## src/rtl/store_io_router.sv

```systemverilog
// Store-side address decode: byte-lane enables for DMEM/IMEM, UART TX queue,
// and memory-mapped cycle/instret counters with one-cycle IO readback.
module store_io_router #(
  parameter int unsigned ADDR_W    = 14,
  parameter int unsigned TXQ_DEPTH = 4
) (
  input  logic              clk,
  input  logic              rst,
  input  logic              st_valid,
  input  logic [31:0]       st_addr,
  input  logic [31:0]       st_data,
  input  logic [2:0]        st_funct3,
  input  logic              st_pc30,
  input  logic              inst_retire,
  input  logic              io_ren,
  input  logic [31:0]       io_raddr,
  input  logic              uart_rx_valid,
  input  logic              uart_tx_ready,
  output logic [3:0]        dmem_we,
  output logic [ADDR_W-1:0] dmem_addr,
  output logic [31:0]       dmem_din,
  output logic [3:0]        imem_we,
  output logic [ADDR_W-1:0] imem_addr,
  output logic [31:0]       imem_din,
  output logic              uart_tx_valid,
  output logic [7:0]        uart_tx_data,
  output logic [31:0]       io_rdata,
  output logic              stall,
  output logic              st_misalign
);
  localparam int unsigned PTR_W = $clog2(TXQ_DEPTH);
  localparam int unsigned CNT_W = $clog2(TXQ_DEPTH + 1);

  localparam logic [31:0] ADDR_UART_STAT = 32'h8000_0000;
  localparam logic [31:0] ADDR_UART_TX   = 32'h8000_0008;
  localparam logic [31:0] ADDR_CYCLE     = 32'h8000_0010;
  localparam logic [31:0] ADDR_INSTRET   = 32'h8000_0014;
  localparam logic [31:0] ADDR_CNT_CLR   = 32'h8000_0018;

  localparam logic [2:0] F3_SB = 3'b000;
  localparam logic [2:0] F3_SH = 3'b001;
  localparam logic [2:0] F3_SW = 3'b010;

  logic [3:0]       region;
  logic             dmem_hit;
  logic             imem_hit;
  logic             width_ok;
  logic             misalign;
  logic [3:0]       lane_we;
  logic [31:0]      lane_din;

  logic             tx_store;
  logic             cnt_clr;
  logic             txq_full;
  logic             push;
  logic             pop;
  logic [PTR_W-1:0] rd_ptr;
  logic [PTR_W-1:0] wr_ptr;
  logic [CNT_W-1:0] count;
  logic [7:0]       txq_mem [TXQ_DEPTH];

  logic [31:0]      cycle_cnt;
  logic [31:0]      inst_cnt;
  logic [31:0]      io_rd_mux;

  // Region decode: 00x1 DMEM, 001x IMEM (BIOS-only writes); 0011 hits both.
  assign region   = st_addr[31:28];
  assign dmem_hit = (region[3:2] == 2'b00) && region[0];
  assign imem_hit = (region[3:1] == 3'b001) && st_pc30;
  assign width_ok = (st_funct3 == F3_SB) || (st_funct3 == F3_SH) || (st_funct3 == F3_SW);

  // Lane enables and replicated data; misaligned halves/words write nothing.
  always_comb begin
    lane_we  = 4'b0000;
    lane_din = st_data;
    misalign = 1'b0;
    case (st_funct3)
      F3_SB: begin
        lane_we  = 4'b0001 << st_addr[1:0];
        lane_din = {4{st_data[7:0]}};
      end
      F3_SH: begin
        lane_din = {2{st_data[15:0]}};
        if (st_addr[0]) misalign = 1'b1;
        else            lane_we  = st_addr[1] ? 4'b1100 : 4'b0011;
      end
      F3_SW: begin
        if (st_addr[1:0] != 2'b00) misalign = 1'b1;
        else                       lane_we  = 4'b1111;
      end
      default: ;
    endcase
  end

  assign dmem_we   = (rst && st_valid && dmem_hit) ? lane_we : 4'b0000;
  assign imem_we   = (rst && st_valid && imem_hit) ? lane_we : 4'b0000;
  assign dmem_addr = st_addr[ADDR_W+1:2];
  assign imem_addr = st_addr[ADDR_W+1:2];
  assign dmem_din  = lane_din;
  assign imem_din  = lane_din;

  // TX byte push accepts SB or SW only; a full queue stalls rather than drops.
  assign tx_store = st_valid && (st_addr == ADDR_UART_TX) &&
                    ((st_funct3 == F3_SB) || (st_funct3 == F3_SW));
  assign cnt_clr  = st_valid && (st_addr == ADDR_CNT_CLR) && width_ok;
  assign txq_full = (count == CNT_W'(TXQ_DEPTH));
  assign push     = tx_store && !txq_full;
  assign pop      = uart_tx_valid && uart_tx_ready;
  assign stall    = rst && tx_store && txq_full;

  assign uart_tx_valid = rst && (count != '0);
  assign uart_tx_data  = txq_mem[rd_ptr];

  always_ff @(posedge clk) begin
    if (push) txq_mem[wr_ptr] <= st_data[7:0];
  end

  always_ff @(posedge clk or negedge rst) begin
    if (!rst) begin
      rd_ptr <= '0;
      wr_ptr <= '0;
      count  <= '0;
    end else begin
      if (push) wr_ptr <= PTR_W'(wr_ptr + 1'b1);
      if (pop)  rd_ptr <= PTR_W'(rd_ptr + 1'b1);
      case ({push, pop})
        2'b10:   count <= CNT_W'(count + 1'b1);
        2'b01:   count <= CNT_W'(count - 1'b1);
        default: ;
      endcase
    end
  end

  // Clear wins over the same-cycle increments.
  always_ff @(posedge clk or negedge rst) begin
    if (!rst) begin
      cycle_cnt <= '0;
      inst_cnt  <= '0;
    end else if (cnt_clr) begin
      cycle_cnt <= '0;
      inst_cnt  <= '0;
    end else begin
      cycle_cnt <= cycle_cnt + 32'd1;
      if (inst_retire) inst_cnt <= inst_cnt + 32'd1;
    end
  end

  always_comb begin
    io_rd_mux = 32'h0;
    case (io_raddr)
      ADDR_UART_STAT: io_rd_mux = {30'b0, uart_rx_valid, !txq_full};
      ADDR_CYCLE:     io_rd_mux = cycle_cnt;
      ADDR_INSTRET:   io_rd_mux = inst_cnt;
      default: ;
    endcase
  end

  // Registered read port mirrors synchronous-memory latency.
  always_ff @(posedge clk or negedge rst) begin
    if (!rst) begin
      io_rdata    <= 32'h0;
      st_misalign <= 1'b0;
    end else begin
      if (io_ren) io_rdata <= io_rd_mux;
      st_misalign <= st_valid && misalign;
    end
  end

endmodule

```

## config.mk

```make
export PLATFORM = sky130hd
export DESIGN_NAME = store_io_router
export DESIGN_NICKNAME = d
export VERILOG_FILES = /design/src/rtl/store_io_router.sv
export SDC_FILE = /design/constraint.sdc
export NUM_CORES = 1
export LEC_CHECK = 0
export ABC_AREA = 1
export CAP_MARGIN = 10
export CORE_AREA = 3 3 136 138
export CTS_CLUSTER_DIAMETER = 150
export DETAILED_ROUTE_END_ITERATION = 12
export DIE_AREA = 0 0 139 141
export HOLD_SLACK_MARGIN = 0.05
export PLACE_DENSITY = 0.82
export SKIP_CTS_REPAIR_TIMING = 1
export SKIP_LAST_GASP = 1
export SYNTH_ARGS = -nofsm -noshare
export SYNTH_HDL_FRONTEND = slang
export SYNTH_SLANG_ARGS = --single-unit
```

## constraint.sdc

```tcl
create_clock -name clk -period 3.6 [get_ports clk]
set_input_delay 0.72 -clock clk [delete_from_list [all_inputs] [get_ports clk]]
set_output_delay 0.72 -clock clk [all_outputs]
set_load 0.01 [all_outputs]
```

== Word-level counts from Yosys, hierarchy flattened ==
Memory sizes are Yosys's and may differ from the RTL's.
Cells that the tools add are included.

* Flip-flop bits (word level): 104
* Bits in latches: 0
* Bits in writable memories: 32
* Output and inout bits: 143
* Input port bits: 107
* Memories kept: 1
* Word-level logic and storage cells: 68
* Bits in read-only memories: 0

* Bitwise operators: 0
* Equality and inequality tests: 11
* Add/subtract/negate cells: 6
* Muxes and demuxes: 17
* Divide/modulo/power cells: 0
* Reductions and logical operators: 25
* Shift operators: 1
* $lt $le $gt $ge: 0
* Multipliers: 0

{| class="wikitable"
|+ Memories
! name !! words !! width !! rd ports !! clocked after Yosys merged registers in !! write ports !! line !! RTL
|-
| txq_mem || 4 || 8 || 1 || 0 || 1 || 60 || <nowiki>logic [7:0] txq_mem [TXQ_DEPTH];</nowiki>
|}

{| class="wikitable"
|+ Operators by type and width
! kind !! count
|-
| 32-bit == test (second input constant) || 5
|-
| 32-bit 2-to-1 mux || 3
|-
| 32-bit one-hot mux with 3 select lines || 1
|-
| 32-bit by 1-bit adder with 32-bit output (second input constant) || 2
|-
| 32-bit one-hot mux with 2 select lines || 1
|-
| 4-bit 2-to-1 mux || 5
|-
| 1-bit logical AND || 15
|-
| 4-bit one-hot mux with 3 select lines || 1
|-
| 3-bit by 1-bit == test with 1-bit output (second input constant) || 2
|-
| 3-bit one-hot mux with 2 select lines || 1
|-
| 2-bit nonzero test || 3
|-
| 2-bit by 1-bit adder with 2-bit output (second input constant) || 2
|-
| 1-bit 2-to-1 mux || 4
|-
| 1-bit by 2-bit left shift with 4-bit output (first input constant) || 1
|-
| 3-bit by 1-bit adder with 3-bit output (second input constant) || 1
|-
| 3-bit by 2-bit == test with 1-bit output (second input constant) || 1
|-
| 3-bit == test (second input constant) || 1
|-
| 3-bit logical NOT || 1
|-
| 1-bit logical OR || 3
|-
| 3-bit nonzero test || 1
|-
| 3-bit by 1-bit subtractor with 3-bit output (second input constant) || 1
|-
| 2-bit by 1-bit == test with 1-bit output (second input constant) || 1
|-
| 2-bit == test (second input constant) || 1
|-
| 2-bit logical NOT || 1
|-
| other kinds (2) || 2
|}

== Logic depth before layout (Yosys ltp) ==
Gate-level depths: netlist of run 1.

* Depth in word-level cells: 6
* Depth in mapped cells: 13
* Mapped depth without buffers: 13

== Worst setup path after synthesis of run 1 ==
Ideal clock, no wire load.

* Path kind: input to output
* Start: input st_funct3[1]
* End: output imem_din[10]
* Arrival: 1761 ps
* Stages: 6
* Data required time: 2880 ps
* Setup slack: 1119 ps
* Path buffers: 2
* Cells stage by stage: inv_1 -> nand3_1 -> clkinv_1 -> clkbuf_1 -> o21ai_0 -> buf_4

* Longest elaborated chain between the ends: 2
* Elaborated cells on any way between the ends: 3
* Those cells by class: eq/ne: 1; mux: 1; reduce/logical: 1

{| class="wikitable"
|+ Ends and longest elaborated chain
! item !! line !! RTL
|-
| from (decl) || 12 || <nowiki>input logic [2:0] st_funct3,</nowiki>
|-
| 3-bit by 1-bit == test with 1-bit output or 3-bit logical NOT (tied branches) || 77 || <nowiki>case (st_funct3)</nowiki>
|-
| 32-bit one-hot mux with 2 select lines (*) || 77 ||
|-
| to (decl) || 24 || <nowiki>output logic [31:0] imem_din,</nowiki>
|}

Mark *: on every way between the ends. The rest lies on a longest branch, timed or not.

== Worst setup path in the final report of run 1 ==
* Start: input st_addr[7]
* End: output stall

* Longest elaborated chain between the ends: 5

{| class="wikitable"
|+ Ends and longest elaborated chain
! item !! line !! RTL
|-
| from (decl) || 10 || <nowiki>input logic [31:0] st_addr,</nowiki>
|-
| 32-bit == test || 103 || <nowiki>assign tx_store = st_valid && (st_addr == ADDR_UART_TX) &&</nowiki>
|-
| 1-bit logical AND (2 in a row) || 103 ||
|-
| 1-bit logical AND (2 in a row) || 109 || <nowiki>assign stall = rst && tx_store && txq_full;</nowiki>
|-
| to (decl) || 28 || <nowiki>output logic stall,</nowiki>
|}

No other way between the ends.

==> metrics.log, run 1 <==
[metrics] run status: finished clean
[metrics] net switching power of the design: 1.36 mW
[metrics] H-tree levels: 4
[metrics] Leakage Power: 5.45 nW
[metrics] minimum clock period after layout: 3.45 ns
[metrics] Cell Chain, Critical Path: clkdlybuf4s50_1, inv_1, nand4_1, nor2_1, nand3_1, nor2_4, nor3b_2, buf_4, clkdlybuf4s50_1
[metrics] setup repair after global routing missed its margin: no
[metrics] number of failing hold endpoints at the final stage: 0
[metrics] area enclosed by the die boundary: 19,600 µm²
[metrics] most area-hungry cell type in the Yosys netlist: sky130_fd_sc_hd__dfrtp_1
[metrics] Pre-antenna DRT Iters: 6
[metrics] maximum frequency from static timing analysis: 290 MHz
[metrics] Internal: 3.18 mW
[metrics] pin count of the biggest net entering global routing: 69
[metrics] Worst Path Class, Setup: input port to output pin
[metrics] most frequent standard cell in the layout excluding fill and tap cells: sky130_fd_sc_hd__nand2_1
[metrics] final slew viol count: 0
[metrics] final antenna-violating net count: 0
[metrics] cell area after layout: 11,500 µm²
[metrics] power share of the sequential group: 0.391
[metrics] clock latency on the worst-skew pair: 0.43 ns
[metrics] power consumption: 4.54 mW
[metrics] Area Growth Syn to Fin: 34.3%
[metrics] DRC violations left: 0
[metrics] Clock transition at path regs: 0.06 ns
[metrics] share of synthesized area occupied by flip-flops and latches: 0.415
[metrics] post-synthesis cell area: 8590 µm²
[metrics] layout cell share with drive strength beyond 1: 0.0863
[metrics] weighted congestion at the end of routability-driven global placement: 0.915
[metrics] MaxCap Viol Count: 0
[metrics] Pwr Density: 393 nW/µm²
[metrics] Synth Register Bits: 136
[metrics] remaining max-slew budget at the tightest pin: 0.374
[metrics] total CTS buffers: 17
[metrics] Clk network pwr share: 0.385
[metrics] die width: 139 µm
[metrics] count of clock tree sinks: 136
[metrics] average wire per standard cell: 16.3 µm
[metrics] per-instance average area after synthesis: 7.24 µm²
[metrics] net count of the mapped netlist: 1,302
[metrics] worst setup skew after layout: 0.00879 ns
[metrics] Finish-stage setup viols: 0
[metrics] TritonCTS clock tree: done
[metrics] switching power as a share of total power: 0.300
[metrics] type of the worst min-delay path: input port to async pin
[metrics] Core Region: 17,300 µm²
[metrics] nature of the critical path startpoint: input port
[metrics] Row Count: 48
[metrics] period utilization: 0.957
[metrics] total detailed-routing wirelength: 26,700 µm
[metrics] DP Wirelength: 20,200 µm
[metrics] worst stage delay on the critical path: 0.53 ns
[metrics] CP max stage cell: sky130_fd_sc_hd__clkdlybuf4s50_1
[metrics] commonest non-fill, non-tap cells in the layout: sky130_fd_sc_hd__nand2_1 (319), sky130_fd_sc_hd__clkdlybuf4s50_1 (247), sky130_fd_sc_hd__nor2_1 (173)
[metrics] placed cell areas: 10,900 µm²
[metrics] layout net count: 1,504
[metrics] Max clock buf depth: 2
[metrics] aggregate global routing overflow: 0
[metrics] crit path max fanout: 3
[metrics] clock root cell: sky130_fd_sc_hd__clkbuf_16
[metrics] number of distinct library cell variants in the gate-level netlist after synthesis: 39
[metrics] initial antenna violation count: 3
[metrics] slew of the pin with the lowest slew margin: 0.938 ns
[metrics] type of element capturing the critical path: output pin
[metrics] overall die height: 141 µm
[metrics] Detailed Route Iter0 Violations: 735
[metrics] required time of the critical path: 2.88 ns
[metrics] number of global-route vias before repair: 8,332
[metrics] I/O pin total: 250
[metrics] Syn. warnings: 0
[metrics] detailed-route via count: 8,454
[metrics] overall track demand over capacity in global routing: 0.271
[metrics] part of the total power dissipated in combinational logic: 0.224
[metrics] Synth Instances: 1,187
[metrics] share of Yosys cell area claimed by the top area cell type: 0.303
[metrics] count of buffers inserted at the top-level ports: 249
[metrics] cells taking the most area after synthesis: sky130_fd_sc_hd__dfrtp_1 (30%), sky130_fd_sc_hd__nand2_1 (14%), sky130_fd_sc_hd__edfxtp_1 (11%)
[metrics] data arrival time at the worst-slack endpoint: 2.73 ns
[metrics] worst voltage drop across the vdd grid: 0.000293 V
[metrics] Top cell by count, worst path: sky130_fd_sc_hd__clkdlybuf4s50_1
[metrics] Starting Density: 0.497
[metrics] drt via density: 5.18
[metrics] global-route wire length before repair: 42,400 µm
[stage by stage]
| stage | setup TNS (ns) | setup WS, ns | hold slack, ns | utilization | std cells |
|---|---|---|---|---|---|
| after floorplan | 0 | 1.12 | 0.424 | - | 1187 |
| after global placement | 0 | 0.0558 | 0.462 | 0.631 | 1595 |
| after global routing | 0 | 0.0343 | 0.0926 | 0.667 | 1631 |
| final | 0 | 0.153 | 0.112 | 0.667 | 1631 |
| after detailed placement | 0 | 0.0161 | 0.464 | 0.631 | 1595 |
| after CTS | -0.000738 | -0.000738 | 0.0983 | 0.665 | 1627 |
[cell type report]
class | count | area (µm²)
clock buffers | 17 | 425
clock inverters | 15 | 166
multi-input cells | 794 | 3780
inverters | 163 | 612
well taps | 225 | 282
fillers | 1436 | 5750
repair buffers | 277 | 2700
diodes | 4 | 10.0
flip-flops and latches | 136 | 3560
[layer usage]
layer	track usage	wire length, µm
met5	0	0
met4	0.107	752
met3	0.0482	1660
met2	0.490	13800
met1	0.322	10400
[power by group through the flow]
stage	Combinational [mW]	Clock (mW)	Sequential, mW
after detailed placement	1.01	0	1.80
after CTS	1.02	1.76	1.77
final	1.02	1.75	1.77
after floorplan	0.545	0	1.74
after global routing	1.10	1.84	1.79
after global placement	0.985	0	1.79
[Yosys cell counts]
cell / n
sky130_fd_sc_hd__a211o_1: 1
sky130_fd_sc_hd__a21o_1: 1
sky130_fd_sc_hd__a21oi_1: 14
sky130_fd_sc_hd__a31oi_1: 3
sky130_fd_sc_hd__and2_1: 1
sky130_fd_sc_hd__buf_2: 10
sky130_fd_sc_hd__buf_4: 72
sky130_fd_sc_hd__buf_6: 3
sky130_fd_sc_hd__clkbuf_1: 9
sky130_fd_sc_hd__clkinv_1: 1
sky130_fd_sc_hd__dfrtp_1: 104
sky130_fd_sc_hd__edfxtp_1: 32
sky130_fd_sc_hd__fa_1: 1
sky130_fd_sc_hd__ha_1: 7
sky130_fd_sc_hd__inv_1: 155
sky130_fd_sc_hd__inv_2: 7
sky130_fd_sc_hd__nand2_1: 319
sky130_fd_sc_hd__nand2_2: 9
sky130_fd_sc_hd__nand2_4: 1
sky130_fd_sc_hd__nand3_1: 92
sky130_fd_sc_hd__nand3_2: 5
sky130_fd_sc_hd__nand3b_1: 2
sky130_fd_sc_hd__nand4_1: 19
sky130_fd_sc_hd__nand4_2: 1
sky130_fd_sc_hd__nor2_1: 174
sky130_fd_sc_hd__nor2_2: 10
sky130_fd_sc_hd__nor2_4: 9
sky130_fd_sc_hd__nor3_1: 24
sky130_fd_sc_hd__nor3_2: 3
sky130_fd_sc_hd__nor3_4: 1
sky130_fd_sc_hd__nor3b_1: 9
sky130_fd_sc_hd__o211ai_1: 8
sky130_fd_sc_hd__o21ai_0: 36
sky130_fd_sc_hd__o21ai_1: 10
sky130_fd_sc_hd__o21ai_2: 11
sky130_fd_sc_hd__o21bai_1: 1
sky130_fd_sc_hd__o22ai_1: 8
sky130_fd_sc_hd__xnor2_1: 2
sky130_fd_sc_hd__xor2_1: 12
[critical path, delay by kind of cell]
family                 cells  cell delay, ns
AND/OR/NAND/NOR            5            0.79
buffers and inverters      4            1.20
[final timing paths]
check | start | to | slack, ns | cells after the start
worst min register to register | io_rdata[19] | io_rdata[19] | 0.48 | 2
worst min-delay path | rst | rd_ptr[0] | 0.11 | 1
min in group clk | io_rdata[19] | io_rdata[19] | 0.48 | 2
max in group asynchronous | rst | io_rdata[22] | 2.09 | 3
worst max-delay path | st_addr[7] | stall | 0.15 | 9
worst max register to register | count[0] | count[2] | 1.27 | 9
[sequential cells by signal, summed over array words and instances, names as in the netlist]
name,flops
count,3
cycle_cnt,32
inst_cnt,32
io_rdata,32
rd_ptr,2
st_misalign,1
txq_mem,32
wr_ptr,2
[logic make-up (layout without fill, tap and decap cells)]
| kind of cell | count (synthesis) | count (layout) | share of synthesized area |
|---|---|---|---|
| adders and majority gates | 8 | 8 | 0.0125 |
| DFF | 136 | 136 | 0.415 |
| other | 0 | 4 | 0 |
| buffers and inverters | 257 | 472 | 0.148 |
| and+or+nand+nor | 679 | 679 | 0.347 |
| xor gates and xnor gates | 14 | 14 | 0.0143 |
| AOI/OAI and AO/OA | 93 | 93 | 0.0639 |
(Power assumes the default switching activity.)
==> run 2, diff against run 1 <==
--- a/config.mk
+++ b/config.mk
@@ -7,12 +7,12 @@
 export LEC_CHECK = 0
 export ABC_AREA = 1
 export CAP_MARGIN = 10
-export CORE_AREA = 3 3 136 138
+export CORE_AREA = 3 3 143 145
 export CTS_CLUSTER_DIAMETER = 150
 export DETAILED_ROUTE_END_ITERATION = 12
-export DIE_AREA = 0 0 139 141
+export DIE_AREA = 0 0 146 148
 export HOLD_SLACK_MARGIN = 0.05
-export PLACE_DENSITY = 0.82
+export PLACE_DENSITY = 0.75
 export SKIP_CTS_REPAIR_TIMING = 1
 export SKIP_LAST_GASP = 1
 export SYNTH_ARGS = -nofsm -noshare
==> run 2 against run 1 <==
  * Clock power rose by 6%
  * Worst hold slack improved by 0.0018 ns
  * Register-to-register slack gained 0.08 ns
  * Highest routed layer unchanged
  * Critical endpoint unchanged
  * First-iteration DRC count shrank 26%
  * Sequential cell count did not move
  * Fmax is 0.85% lower
  * Final cell count up 2.5%
  * Largest power group is now the clock network
  * Global-route usage decreased by 3.0 points
  * Core utilization shrank 6.6 points
  * Clock skew is essentially flat
==> metrics.log, run 2 (synthesis gave the netlist of run 1 again) <==
[metrics] remaining max-slew budget at the tightest pin: 0.373
[metrics] maximum frequency from static timing analysis: 288 MHz
[metrics] Reg2Reg Setup Slack: 1.35 ns
[metrics] nature of the critical path startpoint: input port
[metrics] Final WS setup: 0.124 ns
[metrics] DRC violations left: 0
[metrics] run status: finished clean
[metrics] MaxCap Viol Count: 0
[metrics] overall die height: 148 µm
[metrics] most frequent standard cell in the layout excluding fill and tap cells: sky130_fd_sc_hd__nand2_1
[metrics] worst slack at placement: -0.00571 ns
[metrics] Core Region: 19,300 µm²
[metrics] pin count of the biggest net entering global routing: 55
[metrics] Row Count: 51
[metrics] clock latency on the worst-skew pair: 0.43 ns
[metrics] total detailed-routing wirelength: 26,100 µm
[metrics] Critical Path Start: st_addr[15]
[metrics] DP Wirelength: 20,200 µm
[metrics] type of element capturing the critical path: output pin
[metrics] crit path max fanout: 4
[metrics] worst-case reg-to-reg path depth: 10
[metrics] I/O pin total: 250
[metrics] TritonCTS clock tree: done
[metrics] critical register-to-register path startpoint: count[2]
[metrics] Finish-stage setup viols: 0
[metrics] type of the worst min-delay path: input port to async pin
[metrics] final antenna-violating net count: 0
[metrics] global-route wire length before repair: 41,900 µm
[metrics] overall track demand over capacity in global routing: 0.241
[metrics] worst voltage drop across the vdd grid: 0.000233 V
[metrics] Detailed Route Iter0 Violations: 544
[metrics] final slew viol count: 0
[metrics] Area Growth Syn to Fin: 35.4%
[metrics] number of failing hold endpoints at the final stage: 0
[metrics] data arrival time at the worst-slack endpoint: 2.76 ns
[metrics] slew of the pin with the lowest slew margin: 0.939 ns
[metrics] Max clock buf depth: 2
[metrics] H-tree levels: 4
[metrics] drt via density: 4.99
[metrics] Leakage Power: 5.46 nW
[metrics] Worst Path Class, Setup: input port to output pin
[metrics] Pre-antenna DRT Iters: 5
[metrics] number of global-route vias before repair: 8,463
[metrics] total CTS buffers: 17
[metrics] detailed-route via count: 8,335
[metrics] weighted congestion at the end of routability-driven global placement: 0.949
[metrics] Starting Density: 0.444
[metrics] Cell Chain, Critical Path: clkdlybuf4s50_1, inv_1, nand2_1, nor3b_1, nand3_1, nor2_4, nor3b_2, buf_4, clkdlybuf4s50_1
[metrics] worst setup skew after layout: 0.00881 ns
[metrics] clock root cell: sky130_fd_sc_hd__clkbuf_16
[metrics] minimum hold slack: 0.113 ns
[metrics] count of buffers inserted at the top-level ports: 249
[metrics] die width: 146 µm
[metrics] minimum clock period after layout: 3.48 ns
[metrics] worst stage delay on the critical path: 0.53 ns
[metrics] CP max stage cell: sky130_fd_sc_hd__clkdlybuf4s50_1
[metrics] initial antenna violation count: 3
[metrics] count of clock tree sinks: 136
[metrics] commonest non-fill, non-tap cells in the layout: sky130_fd_sc_hd__nand2_1 (319), sky130_fd_sc_hd__clkdlybuf4s50_1 (248), sky130_fd_sc_hd__nor2_1 (173)
[metrics] Clock transition at path regs: 0.06 ns
[metrics] Top cell by count, worst path: sky130_fd_sc_hd__clkdlybuf4s50_1
[metrics] worst setup path endpoint: stall
[metrics] capturing point of the worst reg2reg path: count[2]
[metrics] period utilization: 0.966
[metrics] layout cell share with drive strength beyond 1: 0.0848
[metrics] required time of the critical path: 2.88 ns
[metrics] aggregate global routing overflow: 0
[metrics] area enclosed by the die boundary: 21,600 µm²
[metrics] Pwr Density: 399 nW/µm²
[metrics] layout net count: 1,505
[metrics] average wire per standard cell: 15.6 µm
[metrics] power consumption: 4.64 mW
[run 2: worst min path at each step]
stage / slack (ns) / start / end
after detailed placement: 0.46 / io_rdata[21] / io_rdata[21]
final: 0.11 / rst / st_misalign
after global routing: 0.11 / rst / st_misalign
after global placement: 0.46 / io_rdata[17] / io_rdata[17]
after floorplan: 0.42 / rst / count[0]
after CTS: 0.11 / rst / st_misalign
[run 2: where the power goes]
part,switching (mW),internal [mW]
logic,0.519,0.498
registers,0.121,1.65
clock network,0.688,1.17
total,1.33,3.32
[run 2: area by class of cell]
class,count,area [µm²]
Timing Repair Buffer,278,2720
Clock buffer,19,433
Tap cell,265,332
Inverter,163,612
Fill cell,1678,7700
Sequential cell,136,3560
Multi-Input combinational cell,794,3770
Antenna cell,3,7.51
Clock inverter,13,193
[run 2: metrics by stage]
stage               std cells   util  TNS (ns)  cell area, µm²
floorplan                1187      -         0            8590
global placement         1636  0.568         0           11000
detailed placement       1636  0.568  -0.00571           11000
CTS                      1668  0.601   -0.0554           11600
global route             1671  0.602   -0.0217           11600
finish                   1671  0.602         0           11600
[run 2: critical path, delay by kind of cell]
family / cells / cell delay (ns)
buffers and inverters: 4 / 1.18
and+or+nand+nor: 5 / 0.87
[run 2: per-layer routing]
metal / track usage / vias to the layer above / part of all wire
met5: 0 / - / 0
met4: 0.103 / 0 / 0.032
met3: 0.0567 / 57 / 0.065
met1: 0.268 / 3879 / 0.39
li1: - / 4087 / -
met2: 0.443 / 312 / 0.52
==> run 3, diff against run 2 <==
--- a/config.mk
+++ b/config.mk
@@ -7,10 +7,10 @@
 export LEC_CHECK = 0
 export ABC_AREA = 1
 export CAP_MARGIN = 10
-export CORE_AREA = 3 3 143 145
+export CORE_AREA = 2 2 142 144
 export CTS_CLUSTER_DIAMETER = 150
 export DETAILED_ROUTE_END_ITERATION = 12
-export DIE_AREA = 0 0 146 148
+export DIE_AREA = 0 0 144 146
 export HOLD_SLACK_MARGIN = 0.05
 export PLACE_DENSITY = 0.75
 export SKIP_CTS_REPAIR_TIMING = 1
==> run 3 against run 2 <==
  * Sequential share of layout area increased by 0.25 points
  * Via count shrank 0.90%
  * Worst setup slack improved by 0.027 ns
  * Register-to-register slack lost 0.02 ns
  * Fmax increased by 0.78%
  * Worst hold slack worse by 0.010 ns
  * Design area decreased by 0.80%
  * Clock-buffer cell count fell by 2
  * Critical endpoint unchanged
  * Largest power group is now registers
==> metrics.log, run 3 (synthesis gave the netlist of run 1 again) <==
[metrics] run status: finished clean
[metrics] met1 demand-to-capacity share in global routing: 0.294
[metrics] final setup TNS: 0 ns
[metrics] total CTS buffers: 17
[metrics] minimum clock period after layout: 3.45 ns
[metrics] slew of the pin with the lowest slew margin: 0.933 ns
[metrics] Leakage Power: 5.43 nW
[metrics] Reg2Reg Setup Slack: 1.33 ns
[metrics] TritonCTS clock tree: done
[metrics] number of global-route vias before repair: 7,870
[metrics] remaining max-slew budget at the tightest pin: 0.377
[metrics] pin count of the biggest net entering global routing: 103
[metrics] Placed Instances: 1,633
[metrics] Core Region: 19,300 µm²
[metrics] die width: 144 µm
[metrics] final antenna-violating net count: 0
[metrics] MaxCap Viol Count: 0
[metrics] ant diodes: 0
[metrics] clock root cell: sky130_fd_sc_hd__clkbuf_16
[metrics] worst voltage drop across the vdd grid: 0.000259 V
[metrics] global-route wire length before repair: 40,400 µm
[metrics] type of element capturing the critical path: output pin
[metrics] commonest non-fill, non-tap cells in the layout: sky130_fd_sc_hd__nand2_1 (319), sky130_fd_sc_hd__clkdlybuf4s50_1 (248), sky130_fd_sc_hd__nor2_1 (172)
[metrics] weighted congestion at the end of routability-driven global placement: 0.944
[metrics] overall track demand over capacity in global routing: 0.246
[metrics] met2 Use GR: 0.444
[metrics] worst-case reg-to-reg path depth: 10
[metrics] clock latency on the worst-skew pair: 0.44 ns
[metrics] required time of the critical path: 2.88 ns
[metrics] H-tree levels: 4
[metrics] worst setup path endpoint: stall
[metrics] cell area after layout: 11,500 µm²
[metrics] nature of the critical path startpoint: input port
[metrics] Pwr Density: 387 nW/µm²
[metrics] I/O pin total: 250
[metrics] worst setup skew after layout: 0.0139 ns
[metrics] type of the worst min-delay path: input port to async pin
[metrics] global route hottest layer: met2
[metrics] Worst Path Class, Setup: input port to output pin
[metrics] capturing point of the worst reg2reg path: count[2]
[metrics] crit path max fanout: 2
[metrics] maximum frequency from static timing analysis: 290 MHz
[metrics] Clock transition at path regs: 0.07 ns
[metrics] drt via density: 4.96
[metrics] placed cell areas: 11,000 µm²
[metrics] DP Wirelength: 19,400 µm
[metrics] setup repair after global routing missed its margin: no
[metrics] Detailed Route Iter0 Violations: 579
[metrics] final non-filler cell total: 1,665
[metrics] count of clock tree sinks: 136
[metrics] area enclosed by the die boundary: 21,000 µm²
[metrics] Starting Density: 0.444
[metrics] data arrival time at the worst-slack endpoint: 2.73 ns
[metrics] initial antenna violation count: 0
[metrics] period utilization: 0.958
[metrics] number of failing hold endpoints at the final stage: 0
[metrics] Max clock buf depth: 2
[metrics] detailed-route via count: 8,260
[metrics] Pre-antenna DRT Iters: 5
[metrics] Finish-stage setup viols: 0
[metrics] final slew viol count: 0
[metrics] layout net count: 1,502
[metrics] critical register-to-register path startpoint: count[2]
[metrics] aggregate global routing overflow: 0
[metrics] grt met3 use: 0.0497
[metrics] average wire per standard cell: 15.3 µm
[metrics] overall die height: 146 µm
[metrics] count of buffers inserted at the top-level ports: 249
[metrics] layout cell share with drive strength beyond 1: 0.0843
[metrics] Critical Path Start: st_addr[2]
[metrics] Row Count: 51
[metrics] most frequent standard cell in the layout excluding fill and tap cells: sky130_fd_sc_hd__nand2_1
[metrics] total detailed-routing wirelength: 25,500 µm
[metrics] DRC violations left: 0
[metrics] Area Growth Syn to Fin: 34.3%
[run 3: worst min path at each step]
stage,start,end,slack (ns),cells after the start
2_1_floorplan,rst,count[0],0.42,0
3_3_place_gp,io_rdata[12],io_rdata[12],0.46,2
3_5_place_dp,io_rdata[16],io_rdata[16],0.46,2
4_1_cts,rst,wr_ptr[0],0.1,1
5_1_grt,rst,wr_ptr[0],0.1,1
6_report,rst,wr_ptr[0],0.10,1
[run 3: critical path, cell delays in order]
cell and delay, ns:
sky130_fd_sc_hd__clkdlybuf4s50_1 0.48, sky130_fd_sc_hd__nor2_2 0.19, sky130_fd_sc_hd__nand2_1 0.10, sky130_fd_sc_hd__nor2_1 0.11, sky130_fd_sc_hd__nand3_1 0.11, sky130_fd_sc_hd__nor2_2 0.14
sky130_fd_sc_hd__nor3b_1 0.20, sky130_fd_sc_hd__buf_4 0.16, sky130_fd_sc_hd__clkdlybuf4s50_1 0.52
[run 3: through the flow]
step / setup WS [ns] / power (mW) / utilization / hold WS, ns
after detailed placement: 0.0274 / 2.80 / 0.567 / 0.464
after global placement: 0.0209 / 2.79 / 0.567 / 0.462
after global routing: 0.00263 / 4.66 / 0.597 / 0.0973
after CTS: 0.0240 / 4.50 / 0.597 / 0.0984
after floorplan: 1.12 / 2.29 / - / 0.424
final: 0.150 / 4.47 / 0.597 / 0.103
[run 3: routing by layer]
layer | up-vias | share of wire
li1 | 4075 | -
met1 | 3822 | 0.39
met2 | 322 | 0.52
met3 | 41 | 0.066
met4 | 0 | 0.024
met5 | - | 0
[run 3: area by class of cell]
| type | instances | area, µm² |
|---|---|---|
| fill | 1737 | 7800 |
| tap | 265 | 332 |
| inverter | 163 | 612 |
| clock inverter | 15 | 145 |
| sequential | 136 | 3560 |
| clock buffer | 17 | 425 |
| timing repair buffer | 275 | 2700 |
| multi-input combinational | 794 | 3760 |
[run 3: power by group]
group / internal (mW) / total, mW / leakage, nW / switching [mW]
logic: 0.496 / 1.01 / 3.57 / 0.513
clock network: 0.924 / 1.69 / 0.282 / 0.765
registers: 1.65 / 1.77 / 1.57 / 0.119
total: 3.07 / 4.47 / 5.43 / 1.40
